===== config.mk =====
export PLATFORM = sky130hd
export DESIGN_NAME = mdu_iter
export DESIGN_NICKNAME = d
export VERILOG_FILES = /design/src/rtl/mdu_pkg.sv /design/src/rtl/mdu_iter_core.sv /design/src/rtl/mdu_iter.sv
export SDC_FILE = /design/constraint.sdc
export NUM_CORES = 1
export LEC_CHECK = 0
export CORE_UTILIZATION = 50
export CTS_BUF_LIST = sky130_fd_sc_hd__clkbuf_4 sky130_fd_sc_hd__clkbuf_8 sky130_fd_sc_hd__clkbuf_16
export CTS_CLUSTER_SIZE = 30
export DETAILED_ROUTE_END_ITERATION = 10
export GPL_TIMING_DRIVEN = 0
export PLACE_DENSITY = 0.79
export SLEW_MARGIN = 0
export SYNTH_ARGS = -nofsm -noshare
export SYNTH_HDL_FRONTEND = slang
export SYNTH_SLANG_ARGS = --single-unit

===== constraint.sdc =====
create_clock -name clk -period 3.5 [get_ports clk]
set_input_delay 0.525 -clock clk [delete_from_list [all_inputs] [get_ports clk]]
set_output_delay 0.525 -clock clk [all_outputs]
set_load 0.01 [all_outputs]

===== src/rtl/mdu_pkg.sv =====
// mdu_pkg: shared definitions for the iterative RV32M multiply/divide unit.
//   - XLEN / ITER width and iteration constants
//   - DIV0_Q / INT_MIN special-case result constants
//   - mdu_op_e (funct3 encodings) and mdu_state_e (FSM states)
package mdu_pkg;

  localparam int XLEN = 32;
  localparam int ITER = 32;

  localparam logic [31:0] DIV0_Q  = 32'hFFFF_FFFF;
  localparam logic [31:0] INT_MIN = 32'h8000_0000;

  typedef enum logic [2:0] {
    MDU_MUL    = 3'd0,
    MDU_MULH   = 3'd1,
    MDU_MULHSU = 3'd2,
    MDU_MULHU  = 3'd3,
    MDU_DIV    = 3'd4,
    MDU_DIVU   = 3'd5,
    MDU_REM    = 3'd6,
    MDU_REMU   = 3'd7
  } mdu_op_e;

  typedef enum logic [1:0] {
    ST_IDLE = 2'd0,
    ST_CALC = 2'd1,
    ST_FIX  = 2'd2,
    ST_DONE = 2'd3
  } mdu_state_e;

endpackage


===== src/rtl/mdu_iter_core.sv =====
// mdu_iter_core: one combinational iteration step of the shared datapath.
//   div_mode = 0 : shift-add multiply step. {acc[31:0], lo} is the 64-bit
//                  product register, lo[0] is the current multiplier bit,
//                  opb is the multiplicand magnitude.
//   div_mode = 1 : restoring divide step. acc is the 33-bit partial
//                  remainder, lo shifts the dividend out of its MSB and the
//                  quotient bits into its LSB, opb is the divisor magnitude.
// Ports:
//   div_mode  in   step type select
//   acc       in   33-bit high accumulator / partial remainder
//   lo        in   32-bit low word (multiplier / dividend-quotient)
//   opb       in   32-bit multiplicand / divisor magnitude
//   acc_nx    out  next accumulator
//   lo_nx     out  next low word
module mdu_iter_core
  import mdu_pkg::*;
(
  input  logic            div_mode,
  input  logic [XLEN:0]   acc,
  input  logic [XLEN-1:0] lo,
  input  logic [XLEN-1:0] opb,
  output logic [XLEN:0]   acc_nx,
  output logic [XLEN-1:0] lo_nx
);

  logic [XLEN:0]   sum;
  logic [XLEN+1:0] diff;
  logic            ge;

  always_comb begin
    sum    = '0;
    diff   = '0;
    ge     = 1'b0;
    acc_nx = acc;
    lo_nx  = lo;
    if (div_mode) begin
      // Trial subtract of the divisor from the shifted remainder; the extra
      // top bit of diff is the borrow that decides restore vs. keep.
      diff   = {acc, lo[XLEN-1]} - {2'b00, opb};
      ge     = ~diff[XLEN+1];
      acc_nx = ge ? diff[XLEN:0] : {acc[XLEN-1:0], lo[XLEN-1]};
      lo_nx  = {lo[XLEN-2:0], ge};
    end else begin
      // Conditional add into the high word, then shift the whole 64-bit
      // product right by one with the carry entering at the top.
      sum    = {1'b0, acc[XLEN-1:0]} + (lo[0] ? {1'b0, opb} : '0);
      acc_nx = {1'b0, sum[XLEN:1]};
      lo_nx  = {sum[0], lo[XLEN-1:1]};
    end
  end

endmodule


===== src/rtl/mdu_iter.sv =====
// mdu_iter: iterative RV32M multiply/divide unit with tagged writeback.
// Optional feature macro: MDU_FAST_MUL_EN (single-cycle combinational
// multiplies; divides stay iterative).
// Ports:
//   clk, rst_n     clock, asynchronous active-low reset
//   start          issue request, taken only in IDLE or DONE
//   op             funct3 (MUL..REMU)
//   src1, src2     rs1 / rs2 operand values
//   rd_in          destination register tag
//   flush          synchronous abort (wins over start)
//   busy           high in CALC and FIX
//   done           one-cycle result-valid pulse
//   wb_data/wb_rd  held result and its tag
//   wb_we          done && wb_rd != 0
// Handshake: start is a request with no ready; the core must stall while
// busy is high, and a result is consumed in the single cycle done is high.
module mdu_iter #(
  parameter int XLEN = 32
) (
  input  logic            clk,
  input  logic            rst_n,
  input  logic            start,
  input  logic [2:0]      op,
  input  logic [XLEN-1:0] src1,
  input  logic [XLEN-1:0] src2,
  input  logic [4:0]      rd_in,
  input  logic            flush,
  output logic            busy,
  output logic            done,
  output logic [XLEN-1:0] wb_data,
  output logic [4:0]      wb_rd,
  output logic            wb_we
);
  import mdu_pkg::*;

  mdu_state_e      state_q, state_d;
  mdu_op_e         op_e, op_q;
  logic [5:0]      count_q;
  logic [XLEN:0]   acc_q, acc_nx;
  logic [XLEN-1:0] lo_q, lo_nx, opb_q;
  logic            neg_q, rneg_q;
  logic [4:0]      rd_q;
  logic            busy_q, done_q, busy_d, done_d;
  logic [XLEN-1:0] wb_data_q;
  logic [4:0]      wb_rd_q;

  // Accept-time decode
  logic            accept, is_div, a_signed, b_signed, sa, sb;
  logic            div0, ovf, fast_hit, short_path;
  logic [XLEN-1:0] mag_a, mag_b, short_res, fast_res, fix_res;
  logic [2*XLEN-1:0] prod, prod_s;
  logic [XLEN-1:0]   q_s, r_s;

  assign op_e = mdu_op_e'(op);

  always_comb begin
    accept   = (state_q == ST_IDLE || state_q == ST_DONE) && start && !flush;
    is_div   = op[2];
    a_signed = (op_e == MDU_MUL) || (op_e == MDU_MULH) || (op_e == MDU_MULHSU) ||
               (op_e == MDU_DIV) || (op_e == MDU_REM);
    b_signed = (op_e == MDU_MUL) || (op_e == MDU_MULH) ||
               (op_e == MDU_DIV) || (op_e == MDU_REM);
    sa       = a_signed & src1[XLEN-1];
    sb       = b_signed & src2[XLEN-1];
    mag_a    = sa ? -src1 : src1;
    mag_b    = sb ? -src2 : src2;
    div0     = is_div && (src2 == '0);
    ovf      = ((op_e == MDU_DIV) || (op_e == MDU_REM)) &&
               (src1 == INT_MIN) && (src2 == DIV0_Q);
  end

`ifdef MDU_FAST_MUL_EN
  logic signed [XLEN:0]     fast_a, fast_b;
  logic        [2*XLEN-1:0] fast_p;
  always_comb begin
    fast_a   = {sa, src1};
    fast_b   = {sb, src2};
    fast_p   = (2*XLEN)'(fast_a * fast_b);
    fast_hit = !is_div;
    fast_res = (op_e == MDU_MUL) ? fast_p[XLEN-1:0] : fast_p[2*XLEN-1:XLEN];
  end
`else
  always_comb begin
    fast_hit = 1'b0;
    fast_res = '0;
  end
`endif

  always_comb begin
    short_path = div0 | ovf | fast_hit;
    // op[1] separates REM/REMU (6,7) from DIV/DIVU (4,5).
    if (div0)     short_res = op[1] ? src1 : DIV0_Q;
    else if (ovf) short_res = op[1] ? '0 : INT_MIN;
    else          short_res = fast_res;
  end

  // Sign correction applied in FIX.
  always_comb begin
    prod   = {acc_q[XLEN-1:0], lo_q};
    prod_s = neg_q ? -prod : prod;
    q_s    = neg_q ? -lo_q : lo_q;
    r_s    = rneg_q ? -acc_q[XLEN-1:0] : acc_q[XLEN-1:0];
    case (op_q)
      MDU_MUL:                      fix_res = prod_s[XLEN-1:0];
      MDU_MULH, MDU_MULHSU, MDU_MULHU: fix_res = prod_s[2*XLEN-1:XLEN];
      MDU_DIV, MDU_DIVU:            fix_res = q_s;
      default:                      fix_res = r_s;
    endcase
  end

  mdu_iter_core u_core (
    .div_mode (op_q[2]),
    .acc      (acc_q),
    .lo       (lo_q),
    .opb      (opb_q),
    .acc_nx   (acc_nx),
    .lo_nx    (lo_nx)
  );

  // FSM: state register
  always_ff @(posedge clk or negedge rst_n) begin
    if (!rst_n) begin
      state_q <= ST_IDLE;
      busy_q  <= 1'b0;
      done_q  <= 1'b0;
    end else begin
      state_q <= state_d;
      busy_q  <= busy_d;
      done_q  <= done_d;
    end
  end

  // FSM: next state
  always_comb begin
    state_d = state_q;
    if (flush) begin
      state_d = ST_IDLE;
    end else begin
      case (state_q)
        ST_IDLE, ST_DONE:
          if (start) state_d = short_path ? ST_DONE : ST_CALC;
          else       state_d = ST_IDLE;
        ST_CALC:
          if (count_q == 6'(ITER - 1)) state_d = ST_FIX;
        ST_FIX:
          state_d = ST_DONE;
        default:
          state_d = ST_IDLE;
      endcase
    end
  end

  // FSM: outputs, registered so busy/done have no path from inputs
  always_comb begin
    busy_d = (state_d == ST_CALC) || (state_d == ST_FIX);
    done_d = (state_d == ST_DONE);
  end

  // Datapath and writeback registers
  always_ff @(posedge clk or negedge rst_n) begin
    if (!rst_n) begin
      op_q      <= MDU_MUL;
      rd_q      <= '0;
      count_q   <= '0;
      acc_q     <= '0;
      lo_q      <= '0;
      opb_q     <= '0;
      neg_q     <= 1'b0;
      rneg_q    <= 1'b0;
      wb_data_q <= '0;
      wb_rd_q   <= '0;
    end else if (accept) begin
      op_q    <= op_e;
      rd_q    <= rd_in;
      count_q <= '0;
      acc_q   <= '0;
      lo_q    <= mag_a;
      opb_q   <= mag_b;
      neg_q   <= sa ^ sb;
      rneg_q  <= sa;
      if (short_path) begin
        wb_data_q <= short_res;
        wb_rd_q   <= rd_in;
      end
    end else if (!flush && state_q == ST_CALC) begin
      acc_q   <= acc_nx;
      lo_q    <= lo_nx;
      count_q <= count_q + 6'd1;
    end else if (!flush && state_q == ST_FIX) begin
      wb_data_q <= fix_res;
      wb_rd_q   <= rd_q;
    end
  end

  assign busy    = busy_q;
  assign done    = done_q;
  assign wb_data = wb_data_q;
  assign wb_rd   = wb_rd_q;
  assign wb_we   = done_q && (wb_rd_q != 5'd0);

endmodule

==> results.ini <==
[outcome]
status = complete, but fails checks
violations = negative setup slack

[cts]
cts.sinks = 154
cts_tree = done
clk_latency_ps = 460
h-tree-depth = 4
clock_path_buffers = 2
clockRootBuffer = clkbuf_16
ctsHoldBuffers = 0
clk_pin_slew_ps = 70
numCtsBuffers = 17

[finish]
fill_cells = 2676
drive_gt1_share_pct = 7.15
stdcell_count = 2481
syn2layout_area_growth_pct = 17.6
n_antenna_cell = 0
num-nets-final = 2236
final_util_pct = 60.3

[pwr]
power_per_cell_area_mw_per_mm2 = 534
p_sw_mw = 4.49
seqPwrFrac_pct = 25.7
clock_power_share_pct = 19.9
p_int_mw = 4.84
p_leak_nw = 7.09
comb_power_share_pct = 54.4
ir_drop_v = 0.000385
swShare_pct = 48.1

[detailed_routing]
drt_iter0_markers = 2450
routed_wirelength_um = 61100
drc_errors = 0
dr.pass1.iters = 8
ant_nets = 0
vias = 16609
viasPerCell = 6.69
wl_per_cell_um = 24.6

[critical_path]
slowest_delay_ps = 680
crit_path_cell_trace = inv_2 > clkbuf_8 > ha_1 > or4b_2 > nor3_4 > nand2_2 > nor2_4 > a21boi_0 > xor2_1 > a222oi_1 > o211ai_1 > o21a_1
worstPathRequired_ps = 3850
critPathKind = flip-flop to flip-flop
r2r_cells = 12
critPathTopFamily = simple AND/OR/NAND/NOR gates
crit_path_start_kind = flip-flop
crit_slowest_cell = or4b_2
cp.depth = 12
crit_buf_inv = 2
crit_arrival_ps = 3880
crit_fanout = 10
endpoint_kind = flip-flop

[logic_synthesis]
ys_ff_latch = 154
ys_types = 78
yosysWarnings = 0
ys_top_cells_by_area = dfrtp_1 26%, o21ai_0 7.9%, ha_1 6.1%
syn-num-nets = 2098
syn_area_sq_mm = 0.0149
synth_top_area_cell = dfrtp_1
synthArstFlopShare_pct = 100
synth_enable_flop_cells = 0
ys_seq_area_share_pct = 25.9
synthFlopType = dfrtp_1
synth_cells = 1947
synth_area_per_cell_sq_um = 7.64
synth_top_area_share_pct = 25.9

[timing]
rsz0062_at_grt = true
maxSlewHeadroom_pct = 37.0
setup_ws_ps = -31.6
post-route-period-util_pct = 101
setup_viol = 1
fin_worst_skew_ps = 15.5
worst_pin_slew_ps = 939
fmaxAchievable_mhz = 283
timing.final.hold_violations = 0
slew_violations = 0
fin_crit_ps = 3530

[floorplan]
die_w_um = 174
die_y_um = 174
pin_count = 116
rows = 62
die-area_sq_mm = 0.0304
core_sq_mm = 0.0290
initial_core_util_pct = 51.3

[placed_design]
gp_congestion = 1.00
place_hpwl_um = 46700
numPlacedInstances = 2448
io_buffers = 115

[grt]
grt_pass1_wl_um = 91700
antenna_found_initial = 0
grt_pass1_vias = 15581
track_usage_pct = 39.7
grt_max_degree = 92
grt.overflow.total = 0

[worst_hold_path]
hold_path.class = primary input to asynchronous set/reset pin

[job]
maxCapViolCount = 0

placed cells by master (no fill, tap or decap), types with 12 or more instances in the layout:
cell type and n:
or4_1 14, a22oi_1 16, inv_1 72, nand2b_1 22
buf_4 17, o21a_1 12, nand3_1 39, clkdlybuf4s50_1 114
o21ai_0 226, mux2i_1 59, nor3_1 37, xor2_1 80
dfrtp_1 151, clkbuf_16 17, nor4_1 15, nand2_1 205
a21oi_1 131, o31ai_1 24, nand4_1 27, xnor2_1 95
o41ai_1 15, a21o_1 32, and2_1 13, o221ai_1 17
nor2_1 132, a31oi_1 31, clkbuf_1 98, o211ai_1 54
a211oi_1 17, o22ai_1 14, or3_1 17, nor2b_1 13
ha_1 68
metrics by stage:
step           hold slack [ps]  setup slack, ps  setup TNS (ps)  power (mW)  area, sq um
6_report                 0.431            -31.6           -31.6        9.33        17500
2_1_floorplan              229              235               0        5.56        14900
3_5_place_dp               455            -1200          -51740        7.10        16500
3_3_place_gp               450            -4610         -751800        7.04        16500
5_1_grt                   41.2            -41.9            -102        9.75        17500
4_1_cts                   25.4            -1.24           -1.24        9.02        17300
logic make-up (layout without fill, tap and decap cells):
logic type	Yosys count	in the layout	synth area share, %
mux	67	67	4.58
xor+xnor	176	176	10.4
buf+inv	211	361	5.48
compound gates	666	666	27.8
fa+ha+maj	75	75	6.41
simple gates	598	598	19.4
flops	154	154	25.9
cell usage after synthesis, types with 32 or more instances:
| library cell | number |
|---|---|
| dfrtp_1 | 154 |
| mux2i_1 | 59 |
| nand2_1 | 207 |
| a21o_1 | 32 |
| o211ai_1 | 54 |
| nand3_1 | 40 |
| a21oi_1 | 133 |
| xnor2_1 | 95 |
| clkbuf_1 | 119 |
| ha_1 | 73 |
| inv_1 | 75 |
| nor3_1 | 42 |
| o21ai_0 | 235 |
| nor2_1 | 136 |
| xor2_1 | 80 |
what timing repair did:
| item | in CTS | in global routing |
|---|---|---|
| setup buffers | 9 | 1 |
| pin swaps | 8 | 5 |
| setup endpoints to repair | 72 | 62 |
| resized for setup | 46 | 55 |
power groups by stage:
stage | registers, mW | logic (mW) | clock network (mW)
after global routing | 2.41 | 5.42 | 1.91
final | 2.40 | 5.07 | 1.86
after CTS | 2.37 | 4.80 | 1.85
after floorplan | 2.27 | 3.28 | 0
after detailed placement | 2.40 | 4.69 | 0
after global placement | 2.40 | 4.64 | 0
sequential cells by signal (all words and copies together), names as in the netlist, 3 cells and up:
name     cells
op_q         3
opb_q       32
rd_q         5
wb_data     32
wb_rd        5
acc_q       33
lo_q        32
count_q      6
path summary, 6_finish.rpt:
check / from / to / slack (ps)
setup / recovery: lo_q[0] / wb_data[2] / -30
hold / removal: rst_n / wb_data[8] / 0.4
setup reg to reg: lo_q[0] / wb_data[2] / -30
hold reg to reg: rd_q[1] / rd_q[1] / 470
max in group asynchronous: rst_n / opb_q[19] / 2620
min in group clk: rd_q[1] / rd_q[1] / 470
cell type report:
| type | count | area, sq um | share of cell area (%) |
|---|---|---|---|
| repair buffers | 127 | 1270 | 7.24 |
| flip-flops and latches | 154 | 3860 | 22.1 |
| well taps | 384 | 480 | 2.75 |
| inverters | 76 | 285 | 1.63 |
| plain buffers | 127 | 542 | 3.10 |
| clock buffers | 17 | 425 | 2.43 |
| multi-input cells | 1582 | 10500 | 60.0 |
| clock inverters | 14 | 135 | 0.773 |
metal layers:
metal	vias up	routed length, um	track usage [%]
met5	-	0	0
met4	0	2310	15.4
met3	161	7230	8.25
met2	1089	26400	60.2
met1	7976	25100	55.2
li1	7383	-	-
(Power assumes the default switching activity.)
